--- src/rtl/fetch_aligner.sv ---
// fetch_aligner: halfword-granular instruction buffer between fetch and decode.
// It reassembles 16/32-bit instructions from FETCH_W-bit fetch words, including
// 32-bit instructions that straddle two words, and restarts on a redirect.
//
// Configuration macro: FETCH_ALIGN_RVC_EN
//   defined   - 16-bit compressed instructions are recognised; redirect
//               targets may have pc[1] = 1.
//   undefined - every instruction is 32 bits; pc[1] of a redirect target is
//               ignored; o_instr_c is tied low.
//
// Ports:
//   i_clk, i_rst          clock, synchronous active-high reset
//   i_flush, i_flush_pc   redirect request and target PC (bit 0 ignored)
//   i_fetch_valid/_data   incoming fetch word, lowest halfword at lowest address
//   o_fetch_ready         room for a whole fetch word
//   o_instr_valid/_ready  decode handshake
//   o_instr, o_instr_pc   head instruction (compressed ones zero-extended) and PC
//   o_instr_c             head instruction is 16-bit
module fetch_aligner #(
    parameter int unsigned FETCH_W  = 32,
    parameter int unsigned DEPTH    = 8,
    parameter logic [31:0] RESET_PC = 32'h0000_0000
) (
    input  logic               i_clk,
    input  logic               i_rst,
    input  logic               i_flush,
    input  logic [31:0]        i_flush_pc,
    input  logic               i_fetch_valid,
    input  logic [FETCH_W-1:0] i_fetch_data,
    output logic               o_fetch_ready,
    output logic               o_instr_valid,
    output logic [31:0]        o_instr,
    output logic [31:0]        o_instr_pc,
    output logic               o_instr_c,
    input  logic               i_instr_ready
);

    localparam int unsigned HW_PER_W = FETCH_W / 16;
    localparam int unsigned PTR_W    = $clog2(DEPTH);
    localparam int unsigned CNT_W    = PTR_W + 1;
    localparam int unsigned SKIP_W   = $clog2(HW_PER_W);

    logic [15:0]        mem_q [DEPTH];
    logic [15:0]        mem_d [DEPTH];
    logic [PTR_W-1:0]   rd_ptr_q, rd_ptr_d;
    logic [PTR_W-1:0]   wr_ptr_q, wr_ptr_d;
    logic [CNT_W-1:0]   count_q, count_d;
    logic [31:0]        pc_q, pc_d;
    logic [SKIP_W-1:0]  skip_q, skip_d;

    logic [15:0]        hw0, hw1;
    logic               head_32;
    logic [CNT_W-1:0]   head_need;
    logic [CNT_W-1:0]   free_hw;
    logic [CNT_W-1:0]   push_hw;
    logic [CNT_W-1:0]   pop_hw;
    logic               push;
    logic               pop;
    logic               instr_valid;
    logic [31:0]        flush_pc_eff;

    // Head halfwords; the second one is only meaningful for a 32-bit head.
    assign hw0 = mem_q[rd_ptr_q];
    assign hw1 = mem_q[rd_ptr_q + PTR_W'(1)];

`ifdef FETCH_ALIGN_RVC_EN
    assign head_32      = (hw0[1:0] == 2'b11);
    assign flush_pc_eff = i_flush_pc & 32'hFFFF_FFFE;
`else
    assign head_32      = 1'b1;
    assign flush_pc_eff = i_flush_pc & 32'hFFFF_FFFC;
`endif

    assign head_need = head_32 ? CNT_W'(2) : CNT_W'(1);
    assign free_hw   = CNT_W'(DEPTH) - count_q;

    // Written so an empty buffer never depends on the (unreset) storage contents.
    assign instr_valid = !i_flush &&
                         ((count_q >= CNT_W'(2)) || ((count_q == CNT_W'(1)) && !head_32));

    assign o_fetch_ready = !i_flush && (free_hw >= CNT_W'(HW_PER_W));
    assign o_instr_valid = instr_valid;
    assign o_instr       = !instr_valid ? 32'h0000_0000 :
                           head_32      ? {hw1, hw0} : {16'h0000, hw0};
    assign o_instr_c     = instr_valid && !head_32;
    assign o_instr_pc    = pc_q;

    assign push    = i_fetch_valid && o_fetch_ready;
    assign pop     = instr_valid && i_instr_ready;
    assign push_hw = push ? (CNT_W'(HW_PER_W) - CNT_W'(skip_q)) : '0;
    assign pop_hw  = pop ? head_need : '0;

    // Next-state: redirect wins over push/pop; otherwise both may apply together.
    always_comb begin
        mem_d    = mem_q;
        rd_ptr_d = rd_ptr_q;
        wr_ptr_d = wr_ptr_q;
        count_d  = count_q;
        pc_d     = pc_q;
        skip_d   = skip_q;
        if (i_flush) begin
            rd_ptr_d = '0;
            wr_ptr_d = '0;
            count_d  = '0;
            pc_d     = flush_pc_eff;
            skip_d   = flush_pc_eff[SKIP_W:1];
        end else begin
            if (push) begin
                // Halfwords below the redirect target are dropped, the rest packed from wr_ptr.
                for (int h = 0; h < int'(HW_PER_W); h++) begin
                    if (SKIP_W'(h) >= skip_q) begin
                        mem_d[wr_ptr_q + PTR_W'(h) - PTR_W'(skip_q)] = i_fetch_data[h*16 +: 16];
                    end
                end
                wr_ptr_d = wr_ptr_q + PTR_W'(push_hw);
                skip_d   = '0;
            end
            if (pop) begin
                rd_ptr_d = rd_ptr_q + PTR_W'(head_need);
                pc_d     = pc_q + (head_32 ? 32'd4 : 32'd2);
            end
            count_d = count_q + push_hw - pop_hw;
        end
    end

    // Control state with synchronous reset.
    always_ff @(posedge i_clk) begin
        if (i_rst) begin
            rd_ptr_q <= '0;
            wr_ptr_q <= '0;
            count_q  <= '0;
            pc_q     <= RESET_PC;
            skip_q   <= '0;
        end else begin
            rd_ptr_q <= rd_ptr_d;
            wr_ptr_q <= wr_ptr_d;
            count_q  <= count_d;
            pc_q     <= pc_d;
            skip_q   <= skip_d;
        end
    end

    // Halfword storage is not reset; count gates every read of it.
    always_ff @(posedge i_clk) begin
        if (!i_rst) begin
            mem_q <= mem_d;
        end
    end

endmodule

--- config.mk ---
export PLATFORM = sky130hd
export DESIGN_NAME = fetch_aligner
export DESIGN_NICKNAME = d
export VERILOG_FILES = /design/src/rtl/fetch_aligner.sv
export SDC_FILE = /design/constraint.sdc
export NUM_CORES = 1
export LEC_CHECK = 0
export CORE_ASPECT_RATIO = 2
export CORE_MARGIN = 8
export CORE_UTILIZATION = 55
export DETAILED_ROUTE_END_ITERATION = 10
export PLACE_DENSITY = 0.9
export SLEW_MARGIN = 5
export SYNTH_ARGS = -nofsm -noshare
export SYNTH_HDL_FRONTEND = slang
export SYNTH_SLANG_ARGS = --single-unit
--- constraint.sdc ---
create_clock -name i_clk -period 14 [get_ports i_clk]
set_input_delay 4.2 -clock i_clk [delete_from_list [all_inputs] [get_ports i_clk]]
set_output_delay 4.2 -clock i_clk [all_outputs]
set_load 0.05 [all_outputs]
[After elaboration in Yosys (flattened, before gate mapping)]
Cells that the tools add are included.
Word-level totals
  flip-flop bits (word level): 170
  bits of input ports: 69
  logic and storage cells: 64
Operators by class
  add/subtract/negate cells: 8
  $lt $le $gt $ge: 8
  muxes and demuxes: 19
  bitwise logic cells: 6
  reduce and logical (&&, ||, !) cells: 10
Operators with widths (number)
  $bwmux W128: 2
  $mux W128: 2
  $bmux W16 S3: 2
  $demux W16 S3: 2
  $mux W16: 6
  $mux W32: 3
  $add A32 B3 Y32 const B: 1
  $ge A4 B4 Y1 const B: 4
  $not A3 Y4: 4
  $ge A4 B2 Y1 const B: 2
  $lt A4 B1 Y1 const B: 2
  $add A3 B1 Y3 const B: 2
  $logic_and A1 B1 Y1: 6
  $add A4 B2 Y4: 1
  $mux W2: 2
  $sub A4 B2 Y4: 1
  $sub A4 B4 Y4 const A: 1
  $add A3 B2 Y3: 1
  $add A3 B2 Y3 const B: 1
  $reduce_and A3 Y1: 1
  $not A1 Y1: 2
  $reduce_bool A2 Y1: 1
  $reduce_or A2 Y1: 1
  $logic_not A1 Y1: 1

[Logic depth before layout (Yosys ltp)]
Gate-level depths: netlist of run 1.
  depth after elaboration: 9
  gate-level depth with buffers: 10
  gate-level depth less buffers: 10

[Least setup slack after synthesis of run 1]
Ideal clock, no wire load.
  path kind: input -> output
  start: input port i_flush
  end: output port o_instr[29]
  arrival time: 5.423 ns
  required time: 9.800 ns
  setup slack: 4.377 ns
  stages on the path: 5
  path through: buf_6 -> inv_1 -> clkbuf_1 -> clkbuf_1 -> and3_1
Between the ends
  word-level cells in the longest chain between the ends: 3
RTL lines
  start: declaration: line 26  | input logic i_flush,
  $logic_not A1 Y1: line 78  | assign instr_valid = !i_flush &&
  $logic_and A1 B1 Y1: line 78
  $mux W32: line 83  | assign o_instr = !instr_valid ? 32'h0000_0000 :
  end: declaration: line 32  | output logic [31:0] o_instr,
Every way passes these cells.

[Worst setup path after layout of run 1]
  start: input port i_flush
  end: output port o_fetch_ready
Between the ends
  word-level cells in the longest chain between the ends: 2
RTL lines
  $logic_not A1 Y1: line 81  | assign o_fetch_ready = !i_flush && (free_hw >= CNT_W'(HW_PER_W));
  $logic_and A1 B1 Y1: line 81
  end: declaration: line 30  | output logic o_fetch_ready,
Every way passes these cells.

==> results of run 1 <==
## Yosys cell counts, drive strengths merged (4+ instances only)
cell / instances
nand3: 16
and2: 50
nor4: 8
nor2: 30
xor2: 4
or4: 13
clkbuf: 36
xnor2: 7
nand4: 13
a211oi: 7
and3: 53
o21ai: 4
a311oi: 12
dfxtp: 37
nor3b: 5
nor3: 14
edfxtp: 128
nand2: 19
or3: 6
a31oi: 4
nor2b: 9
ha: 4
o31ai: 11
inv: 13
mux4: 32
buf: 13
## metrics by stage
step / std cells / setup slack (ns) / hold slack, ns / instance area [um^2]
2_1_floorplan: 587 / 4.38 / 0.664 / 7690
3_3_place_gp: 867 / 3.05 / 0.527 / 9100
3_5_place_dp: 867 / 3.00 / 0.537 / 9100
4_1_cts: 898 / 2.99 / 0.548 / 9690
5_1_grt: 899 / 2.89 / 0.580 / 9690
6_report: 899 / 3.00 / 0.560 / 9690
## routing by layer
metal  share of wire  track usage
met1            0.33        0.222
met2            0.56        0.406
met3           0.065       0.0520
met4           0.045        0.141
met5               0            0
## final cells by class
type,count,area share
tap,189,0.0244
sequential,165,0.473
timing repair buffer,140,0.142
clock buffer,17,0.0439
clock inverter,14,0.0168
antenna,1,0.000258
multi-input combinational,360,0.294
inverter,13,0.00503
## cells by family (layout without fill, tap and decap cells)
family	after synthesis	after routing	synth area share
AO/OA/AOI/OAI	56	56	0.0565
XOR/XNOR	11	11	0.0125
adder cells (fa/ha/maj)	6	6	0.0117
buffers and inverters	62	184	0.0358
flip-flops	165	165	0.597
multiplexers	33	33	0.0951
other	1	4	0.000488
AND/OR/NAND/NOR	251	251	0.191
## worst max path at each step
stage	from	slack (ns)	to
after CTS	i_flush	2.99	o_fetch_ready
after floorplan	i_flush	4.38	o_instr[29]
after global placement	i_flush	3.05	o_fetch_ready
after global routing	i_flush	2.89	o_fetch_ready
final	i_flush	3.00	o_fetch_ready
after detailed placement	i_flush	3.00	o_instr[22]
## power groups by stage
stage | registers, uW | clock network, uW | logic (uW)
after floorplan | 588 | 0 | 202
after global placement | 568 | 0 | 327
after detailed placement | 570 | 0 | 338
after CTS | 560 | 463 | 344
after global routing | 562 | 481 | 360
final | 560 | 456 | 342
## cells in the final DEF (no fill, tap or decap), drive strengths merged, types with 5 or more instances in the layout
master | synthesis | routed
nor3b | 5 | 5
nand2 | 19 | 19
nand4 | 13 | 13
edfxtp | 128 | 128
nor2b | 9 | 9
nor2 | 30 | 30
a311oi | 12 | 12
clkbuf | 36 | 17
buf | 13 | 10
a211oi | 7 | 7
and3 | 53 | 53
xnor2 | 7 | 7
or3 | 6 | 6
clkdlybuf4s50 | 0 | 130
nor4 | 8 | 8
dfxtp | 37 | 37
mux4 | 32 | 32
and2 | 50 | 50
nor3 | 14 | 14
nand3 | 16 | 16
o31ai | 11 | 11
clkinv | 0 | 9
inv | 13 | 18
or4 | 13 | 13
## critical path, delay by kind of cell
kind | cells | cell delay [ns]
AO/OA/AOI/OAI | 1 | 0.27
buffers and inverters | 5 | 2.29
## state kept, by name, summed over array words and instances (netlist names)
signal	count
mem_q	128
count_q	3
rd_ptr_q	2
o_instr_pc	30
wr_ptr_q	2
==> results.ini, run 1 <==
[synthesis]
ys_types=54
yosysTopAreaCell=edfxtp_1
yosysSeqAreaShare=0.597
syn_inst=585
synth.top_cell.area_share=0.500
synth_area_leaders=edfxtp_1 (50%), dfxtp_1 (9.6%), mux4_2 (9.4%)
async_flop_share=0
synthFlopType=edfxtp_1
synth-edff-count=128
yosysWarnings=0
synth_area_mm2=0.00768
ys_ff_latch=165
avgSynthCellArea_um2=13.1

[place]
dp_hpwl_mm=13.3
placement.io_buffers=130
globalplace.congestion=0.865

[sta]
rsz0062_at_grt=false
slew_headroom=0.202
post-route-period-util=0.786
tightestPinTransition_ns=1.20
fin_skew_ns=0.0131
fin_crit_ns=11.00
final.setup.tns_ns=0
hold_viol_final=0
max_freq_ghz=0.0909
setup_viol_count_final=0
drv_slew=0

[global_route]
grt_max_degree=56
grt_antenna_before_repair=1
grtUsageTotal=0.224
grt_pass1_wl_mm=31.3
grt_pass1_vias=5841
grt.overflow.total=0

[clocking]
cts_tree=yes
root_buffer=clkbuf_16
clk_latency_ns=0.43
numCtsBuffers=17
clock-sinks=165
postCtsSetupBuffers=0
clk_pin_slew_worst_paths_ns=0.07
clockBufferDepth=2
post_cts_resized=0
ctsHoldBuffers=0
cts_max_level=4

[floorplan]
fp-row-count=61
fp.dieW_um=99.6
core_mm2=0.0138
io_pins=136
dieArea_mm2=0.0182
initial_core_util=0.556
fp.dieH_um=183

[detailed_routing]
drt_wl_total_mm=20.1
first_pass_iters=5
vias=5552
via_per_inst=6.18
drtIter0Drc=332
ant_nets=0
post-route-drc-count=0
wl_per_cell_um=22.4

[job]
maxCapViolCount=0

[hold_path]
min_to=o_instr_pc[17]
min_from=o_instr_pc[17]
hp-class=register to register
hold_depth=2

[critical_path]
r2r_setup_slack_ns=11.05
crit_path_end_kind=output pin
r2r_cells=9
worstPathRequired_ns=9.80
r2r_end=count_q[3]
worstPathMaxFanout=55
worstSetupStartpointType=input port
crit_type=input port to output pin
regToRegStartpoint=count_q[2]
slowest_delay_ns=0.83
slowest_stage=clkdlybuf4s50_1
crit_arrival_ns=6.80
crit_chain=clkdlybuf4s50_1, buf_4, inv_2, buf_4, o21a_1, clkdlybuf4s50_1

[layout]
final_nets=772
fillCellCount=907
area_growth_pct=26.1
final_util=0.702
drive_gt1_frac=0.121
multi_input_area_mm2=0.00285
seqCellArea_mm2=0.00459

[pwr]
powerDensity_mw_per_mm2=140
ir_worst_vdd_mv=0.119
pwr-share-comb=0.252
power.leakage_uw=0.00339
switching_share=0.335
p_int_uw=904
pwr-share-clk=0.336
total_power_uw=1360
netSwitchingPower_uw=455
seqPwrFrac=0.412

[run_status]
outcome=completed

No activity file was read; power rests on OpenSTA's default activity.
==> inputs of run 2 (changes only) <==
--- a/config.mk
+++ b/config.mk
@@ -7,9 +7,9 @@
 export LEC_CHECK = 0
 export CORE_ASPECT_RATIO = 2
 export CORE_MARGIN = 8
-export CORE_UTILIZATION = 55
+export CORE_UTILIZATION = 53
 export DETAILED_ROUTE_END_ITERATION = 10
-export PLACE_DENSITY = 0.9
+export PLACE_DENSITY = 0.87
 export SLEW_MARGIN = 5
 export SYNTH_ARGS = -nofsm -noshare
 export SYNTH_HDL_FRONTEND = slang
==> constraint.sdc (replaced) <==
create_clock -name i_clk -period 11.3 [get_ports i_clk]
set_input_delay 3.39 -clock i_clk [delete_from_list [all_inputs] [get_ports i_clk]]
set_output_delay 3.39 -clock i_clk [all_outputs]
set_load 0.05 [all_outputs]
==> results.ini, run 2 (synthesized netlist as in run 1, its figures left out) <==
[run_status]
outcome=completed

[detailed_routing]
drt_wl_total_mm=20.1  ; about the same
post-route-drc-count=0  ; unchanged
wl_per_cell_um=22.2  ; -0.60%
drtIter0Drc=445  ; +34%
vias=5485  ; -1.2%
first_pass_iters=5  ; unchanged
via_per_inst=6.06  ; -1.9%
ant_nets=0  ; unchanged

[sta]
slew_headroom=0.220  ; +0.0188
setup_viol_count_final=0  ; unchanged
hold_viol_final=0  ; unchanged
post-route-period-util=0.818
fin_skew_ns=0.0101  ; -0.00305 ns
drv_slew=0  ; unchanged
tightestPinTransition_ns=1.17  ; -0.0306 ns
final.setup.tns_ns=0  ; unchanged
fin_crit_ns=9.24
max_freq_ghz=0.108
rsz0062_at_grt=false

[critical_path]
crit_path_end_kind=output pin
crit_arrival_ns=5.85  ; -0.95 ns
worstSetupStartpointType=input port
worstPathRequired_ns=7.91  ; -1.89 ns
worstPathMaxFanout=57  ; +3.6%
r2r_end=mem_q[83]
r2r_cells=3  ; -6
crit_type=input port to output pin
regToRegStartpoint=wr_ptr_q[1]
r2r_setup_slack_ns=8.29  ; -2.76 ns

[global_route]
grtUsageTotal=0.221  ; -0.00303
grt_pass1_wl_mm=31.4  ; +0.46%
grt.overflow.total=0  ; unchanged
grt_antenna_before_repair=2  ; +1
grt_pass1_vias=5704  ; -2.3%
grt_max_degree=58  ; +3.6%

[floorplan]
fp-row-count=62  ; +1.6%
dieArea_mm2=0.0188  ; +3.3%
io_pins=136  ; unchanged
fp.dieH_um=186  ; +1.7%
fp.dieW_um=101  ; +1.6%
initial_core_util=0.538  ; -0.0179
core_mm2=0.0143  ; +3.3%

[hold_path]
hp-class=register to register
hold_depth=2  ; unchanged
min_from=o_instr_pc[11]
min_to=o_instr_pc[11]

[layout]
fin_area_mm2=0.00970  ; +0.12%
final_common_cell=clkdlybuf4s50_1
final_nets=773  ; +0.13%
top_register=mem_q
largest_register_ffs=128  ; unchanged
final_cell_mix=clkdlybuf4s50_1 (130), edfxtp_1 (128), and3_1 (53), and2_1 (50), dfxtp_1 (36)
drive_gt1_frac=0.122  ; +0.00107
area_growth_pct=26.3

[place]
globalplace.congestion=0.946  ; +9.4%
placement.io_buffers=130  ; unchanged
dpl-instance-area_mm2=0.00911  ; +0.11%
dp_hpwl_mm=13.7  ; +2.7%

[job]
maxCapViolCount=0  ; unchanged

[clocking]
ctsHoldBuffers=0  ; unchanged
cts_tree=yes
root_buffer=clkbuf_16
clk_latency_ns=0.41  ; -0.02 ns
cts_max_level=4  ; unchanged
numCtsBuffers=17  ; unchanged
post_cts_resized=0  ; unchanged
clock-sinks=165  ; unchanged
clk_pin_slew_worst_paths_ns=0.07  ; about the same
clockBufferDepth=2  ; unchanged
postCtsSetupBuffers=0  ; unchanged

[pwr]
ir_worst_vdd_mv=0.143  ; +21%
power.leakage_uw=0.00340  ; +0.14%
powerDensity_mw_per_mm2=173  ; +24%

[run 2: cell count changes in the layout (fill, tap and decap cells not counted), moves of 2 or more]
cell / change
inv_6: +2
clkinv_8: -2
inv_8: +2
clkinv_4: -2
[run 2: metrics by stage]
| step | utilization | hold slack [ns] | power [uW] | std cells | setup WS (ns) |
|---|---|---|---|---|---|
| 3_5_place_dp | 0.638 | 0.534 | 1130 | 871 | 2.07 |
| 3_3_place_gp | 0.638 | 0.519 | 1120 | 871 | 2.12 |
| 5_1_grt | 0.680 | 0.575 | 1750 | 905 | 1.93 |
| 4_1_cts | 0.679 | 0.543 | 1700 | 903 | 2.06 |
| 2_1_floorplan | - | 0.664 | 979 | 587 | 3.30 |
| 6_report | 0.680 | 0.550 | 1680 | 905 | 2.06 |
[run 2: how the worst max path moves through the flow]
stage,from,endpoint,slack [ns],cells past startpoint
CTS,i_flush,o_instr[11],2.06,5
floorplan,i_flush,o_instr[29],3.30,5
global placement,i_flush,o_instr[1],2.12,5
detailed placement,i_flush,o_instr[5],2.07,5
finish,i_flush,o_instr[11],2.06,5
global route,i_flush,o_instr[5],1.93,5
[run 2: routing by layer]
layer,routed length (um),global-route usage,share of wire,up-vias
li1,-,-,-,2496
met4,769,0.124,0.038,0
met2,11100,0.397,0.55,270
met5,0,0,0,-
met3,1440,0.0418,0.072,46
met1,6840,0.235,0.34,2673
[run 2: critical path: stages]
cell and delay (ns):
clkdlybuf4s50_1 0.40, buf_4 0.25, inv_2 0.67, and3_1 0.29, clkdlybuf4s50_1 0.82
[run 2: cell type report]
type / instances / area [um^2]
Antenna cell: 2 / 5.00
Clock buffer: 17 / 425
Clock inverter: 15 / 156
Fill cell: 1073 / 4570
Inverter: 13 / 48.8
Multi-Input combinational cell: 360 / 2860
Sequential cell: 165 / 4590
Tap cell: 192 / 240
Timing Repair Buffer: 141 / 1380
[run 2: report_power, final]
group	switching, uW	total (uW)	internal [uW]
sequential	18.6	694	676
clock	265	561	296
combinational	272	426	154
total	555	1680	1130
==> inputs of run 3 (changes only) <==
--- a/config.mk
+++ b/config.mk
@@ -7,9 +7,9 @@
 export LEC_CHECK = 0
 export CORE_ASPECT_RATIO = 2
 export CORE_MARGIN = 8
-export CORE_UTILIZATION = 53
+export CORE_UTILIZATION = 48
 export DETAILED_ROUTE_END_ITERATION = 10
-export PLACE_DENSITY = 0.87
+export PLACE_DENSITY = 0.84
 export SLEW_MARGIN = 5
 export SYNTH_ARGS = -nofsm -noshare
 export SYNTH_HDL_FRONTEND = slang
==> constraint.sdc (replaced) <==
create_clock -name i_clk -period 7.45 [get_ports i_clk]
set_input_delay 2.235 -clock i_clk [delete_from_list [all_inputs] [get_ports i_clk]]
set_output_delay 2.235 -clock i_clk [all_outputs]
set_load 0.05 [all_outputs]
==> results.ini, run 3 (synthesized netlist as in run 1, its figures left out) <==
[sta]
rsz0062_at_grt=false
final.setup.tns_ns=0  ; unchanged
post-route-period-util=0.815
max_freq_ghz=0.165
timing.hold.ws_ns=0.555  ; +0.00574 ns
setup_viol_count_final=0  ; unchanged
final.setup.worst_slack_ns=1.37  ; -0.682 ns
slew_headroom=0.271  ; +0.0509
hold_viol_final=0  ; unchanged
tightestPinTransition_ns=1.08  ; -0.0822 ns
drv_slew=0  ; unchanged
fin_crit_ns=6.08
fin_skew_ns=0.00617  ; -0.00393 ns

[layout]
top_register=mem_q
final_nets=775  ; +0.26%
largest_register_ffs=128  ; unchanged
final_cell_mix=edfxtp_1 (128), clkdlybuf4s50_1 (97), and3_1 (53), and2_1 (50), dfxtp_1 (35)
area_growth_pct=27.6
final_common_cell=edfxtp_1
final_util=0.625  ; -0.0549
drive_gt1_frac=0.169  ; +0.0462

[critical_path]
regToRegStartpoint=count_q[2]
crit_chain=clkdlybuf4s50_1, inv_2, and3_1, buf_12
worstPathRequired_ns=5.22  ; -2.69 ns
r2r_setup_slack_ns=4.49  ; -3.80 ns
crit_path_end_kind=output pin
r2r_end=count_q[3]
crit_family=buffers and inverters
crit_arrival_ns=3.84  ; -2.01 ns
worstSetupStartpointType=input port
worstPathMaxFanout=43  ; -25%
slowest_stage=inv_2
crit_type=input port to output pin
slowest_delay_ns=0.58  ; -0.24 ns
cp_num_buf_inv=3  ; -1
r2r_cells=9  ; +6

[hold_path]
min_from=o_instr_pc[11]
min_to=o_instr_pc[11]
hp-class=register to register
hold_depth=2  ; unchanged

[global_route]
grt_pass1_wl_mm=31.0  ; -1.4%
grtUsageTotal=0.194  ; -0.0266
use_met1=0.178  ; -0.0562
top_usage_layer=met2
grt.overflow.total=0  ; unchanged
grt.met3_usage=0.0504  ; +0.00860
grt_antenna_before_repair=1  ; -1
grt_use_met2=0.364  ; -0.0333
grt_pass1_vias=5970  ; +4.7%
grt_max_degree=44  ; -24%

[floorplan]
io_pins=136  ; unchanged
dieArea_mm2=0.0206  ; +9.1%
core_mm2=0.0157  ; +10%
fp.dieW_um=105  ; +4.3%
fp-row-count=65  ; +4.8%
fp.dieH_um=195  ; +4.6%
initial_core_util=0.490  ; -0.0488

[pwr]
powerDensity_mw_per_mm2=265  ; +53%
ir_worst_vdd_mv=0.203  ; +42%
netSwitchingPower_uw=797  ; +44%
p_int_uw=1800  ; +60%
pwr-share-comb=0.261  ; +0.008
seqPwrFrac=0.404  ; -0.009
power.leakage_uw=0.00350  ; +3.1%
switching_share=0.307  ; -0.0235
pwr-share-clk=0.334  ; about the same

[clocking]
clk_pin_slew_worst_paths_ns=0.06  ; about the same
numCtsBuffers=17  ; unchanged
ctsHoldBuffers=0  ; unchanged
post_cts_resized=0  ; unchanged
clk_latency_ns=0.42  ; about the same
root_buffer=clkbuf_16
cts_max_level=4  ; unchanged
cts_tree=yes
postCtsSetupBuffers=0  ; unchanged
clock-sinks=165  ; unchanged
clockBufferDepth=2  ; unchanged

[detailed_routing]
drt_wl_total_mm=19.7  ; -2.2%
ant_nets=0  ; unchanged
wl_per_cell_um=21.5  ; -3.1%
vias=5537  ; +0.95%
drtIter0Drc=384  ; -14%
first_pass_iters=7  ; +2
via_per_inst=6.06  ; about the same
post-route-drc-count=0  ; unchanged

[place]
placement.io_buffers=130  ; unchanged
globalplace.congestion=0.869  ; -8.2%
post-place-ws_ns=1.37  ; -0.698 ns
dp_hpwl_mm=13.3  ; -2.8%

[run_status]
outcome=completed

[job]
maxCapViolCount=0  ; unchanged

run 3: cell count changes in the layout (fill, tap and decap cells not counted), moves of 3 or more:
| cell | previous run | this run |
|---|---|---|
| buf_4 | 11 | 33 |
| clkinvlp_4 | 0 | 3 |
| bufinv_16 | 0 | 3 |
| clkinv_2 | 0 | 3 |
| buf_12 | 0 | 13 |
| inv_8 | 6 | 0 |
| clkdlybuf4s50_1 | 130 | 97 |
run 3: per-layer routing:
metal,wire (um),up-vias
met5,0,-
met4,747,0
met3,1140,47
met2,11100,250
met1,6680,2753
li1,-,2487
run 3: final cells by class:
class,instances,area (um^2)
multi-input combinational,360,2850
inverter,13,48.8
tap,201,251
antenna,1,2.50
sequential,165,4590
fill,1170,5890
timing repair buffer,143,1480
clock buffer,17,425
clock inverter,14,161
run 3: power groups by stage:
stage,registers (uW),clock network (uW),logic [uW]
floorplan,1100,0,380
global placement,1070,0,662
detailed placement,1070,0,682
CTS,1050,879,685
global route,1060,916,718
finish,1050,868,680
run 3: how the worst max path moves through the flow:
| stage | depth (start not counted) | endpoint | from | slack (ns) |
|---|---|---|---|---|
| 2_1_floorplan | 5 | mem_q[100] | i_flush | 0.74 |
| 3_3_place_gp | 3 | o_instr_valid | i_flush | 1.39 |
| 3_5_place_dp | 4 | o_instr[27] | i_flush | 1.37 |
| 4_1_cts | 4 | o_instr[27] | i_flush | 1.37 |
| 5_1_grt | 4 | o_instr[29] | i_flush | 1.31 |
| 6_report | 4 | o_instr[27] | i_flush | 1.37 |
run 3: worst min-delay path, cell delays in order, from the launching register on:
cell and delay (ns):
dfxtp_1 0.35, o31ai_1 0.08, a311oi_1 0.08
run 3: through the flow:
stage	cells	power, uW	area (um^2)
finish	914	2600	9810
global route	914	2690	9810
CTS	913	2620	9810
detailed placement	882	1750	9220
global placement	882	1730	9220
floorplan	587	1480	7690
==> RTL edit: new RTL, config.mk and constraints of run 2 <==
The parameter `DEPTH` goes from 8 to 16.
--- a/src/rtl/fetch_aligner.sv
+++ b/src/rtl/fetch_aligner.sv
@@ -18,7 +18,7 @@
 //   o_instr_c             head instruction is 16-bit
 module fetch_aligner #(
     parameter int unsigned FETCH_W  = 32,
-    parameter int unsigned DEPTH    = 8,
+    parameter int unsigned DEPTH    = 16,
     parameter logic [31:0] RESET_PC = 32'h0000_0000
 ) (
     input  logic               i_clk,
Function: no difference found for any inputs over 4 cycles, from zero or initial values and one cycle with i_rst high; that may be too few to reach the edited logic, so the function may still have changed.
==> RTL edit against run 2 <==
Clock power up 51%. Area after synthesis rose by 70%. Wire length increased by 51%. First-iteration DRC count increased by 22%. Worst setup slack worse by 0.0059 ns. Clock skew up 0.0047 ns. Final area up 60%. Utilization is 4.1 points lower. Sequential cell count increased by 131. Critical endpoint unchanged. Total power is 52% higher. Count of clock-buffer cells in the layout up 16.
==> RTL edit: results (changes against run 2) <==
Logic synthesis
  – Number of enable flip-flop cells after synthesis: 256 (+100%)
  – Main area contributors after synthesis: edfxtp_1 59%, mux4_2 11%, and2_1 6.3%, dfxtp_1 6.1%, mux2i_1 2.8%
  – Sequential area share after synthesis: 0.650 (+0.0537)
  – Most frequent cells after synthesis: 256 x edfxtp_1, 131 x and2_1, 64 x mux4_2

Cells and area
  – FF+latch area: 0.00849 sq mm (+85%)
  – Non-CTS buffers: 151 (+7.1%)
  – Fillers: 1682 (+57%)
  – Non-clk invs: 15 (+2)
  – Seq/total area: 0.546 (+0.0737)
  – Multi-input gates: 488 (+36%)
  – Nets: 1058 (+37%)
  – Clk tree area frac: 0.0520 (-0.00797)
  – NonClk Buf Share: 0.0938 (-0.0488)
  – Seq Cell Count: 296 (+79%)
  – Number of flip-flops in the largest register: 256 (+100%)
  – Fraction of area in multi-input gates: 0.281 (-0.0140)

Clock network
  – H-tree depth: 1 (-3)
  – Total CTS buffers: 24 (+7)

Power
  – Flop pwr share: 0.483 (+0.070)
  – VDD IR max: 0.103 mV (-28%)
  – Switching Fraction: 0.270 (-0.0605)
  – Combinational power: 470 uW (+10%)
  – P_int: 1860 uW (+65%)
  – P_leak: 0.00491 uW (+45%)

STA
  – Hold slack: 0.570 ns (+0.0208 ns)
  – FMAX: 108 MHz (about the same)
  – Worst Clk Skew: 0.0148 ns (+0.00469 ns)
  – Least-Margin Pin Slew: 0.977 ns (-0.190 ns)

Routing
  – Final wirelength: 30400 microns (+51%)
  – First-pass DRT Iterations: 4 (-1)
  – Vias per inst: 6.00 (-0.95%)
  – Starting DRT DRC Count: 541 (+22%)
  – DR WL/cell: 23.7 microns (+6.4%)

Global route
  – Vias in the first global route: 8199 (+44%)
  – First-pass GRT wire length: 46100 microns (+47%)
  – Total global-route track usage: 0.201 (-0.0201)

Worst setup path
  – Crit path max fanout: 26 (-54%)
  – Worst EP arrival: 5.86 ns (about the same)
  – Reg2reg setup slack: 8.21 ns (-0.08 ns)
  – R2R cell count: 13 (+10)
  – RR Endpoint: count_q[4]
  – Critical-path top delay cell: clkdlybuf4s50_1
  – Reg-to-Reg Start: count_q[1]

Placed design
  – Post-Place Cells: 1240 (+42%)
  – Placed cell area: 0.0147 sq mm (+62%)
  – Placed wire-length estimate: 19100 microns (+40%)
  – I/O Buffers: 130 (unchanged)
  – Place WS: 2.09 ns (+0.0164 ns)
  – Placer Congestion: 0.834 (-12%)

Status
  – Status: finished clean

Worst hold path
  – Hold Crit Start: o_instr_pc[10]
  – WHS Endpoint: o_instr_pc[10]
==> RTL edit: cell types whose count changed after synthesis, moves of 10 or more <==
cell,delta
nor2_1,+32
o31ai_1,-10
and2_1,+81
xor2_1,+11
o21ai_0,+11
edfxtp_1,+128
mux4_2,+32
or4_1,-13
a21oi_1,+11
mux2i_1,+36
and3_1,-47
==> RTL edit: metal layers <==
| layer | track usage | share of wire | up-vias |
|---|---|---|---|
| li1 | - | - | 3448 |
| met1 | 0.209 | 0.35 | 3901 |
| met2 | 0.372 | 0.55 | 297 |
| met3 | 0.0306 | 0.056 | 68 |
| met4 | 0.115 | 0.041 | 0 |
| met5 | 0 | 0 | - |
==> RTL edit: cells by family after synthesis <==
| kind of cell | synth area share |
|---|---|
| flip-flops | 0.650 |
| AND/OR/NAND/NOR | 0.126 |
| multiplexers | 0.139 |
| buffers and inverters | 0.0216 |
| other | 0.000287 |
| adder cells (fa/ha/maj) | 0.0136 |
| AO/OA/AOI/OAI | 0.0287 |
| XOR/XNOR | 0.0208 |
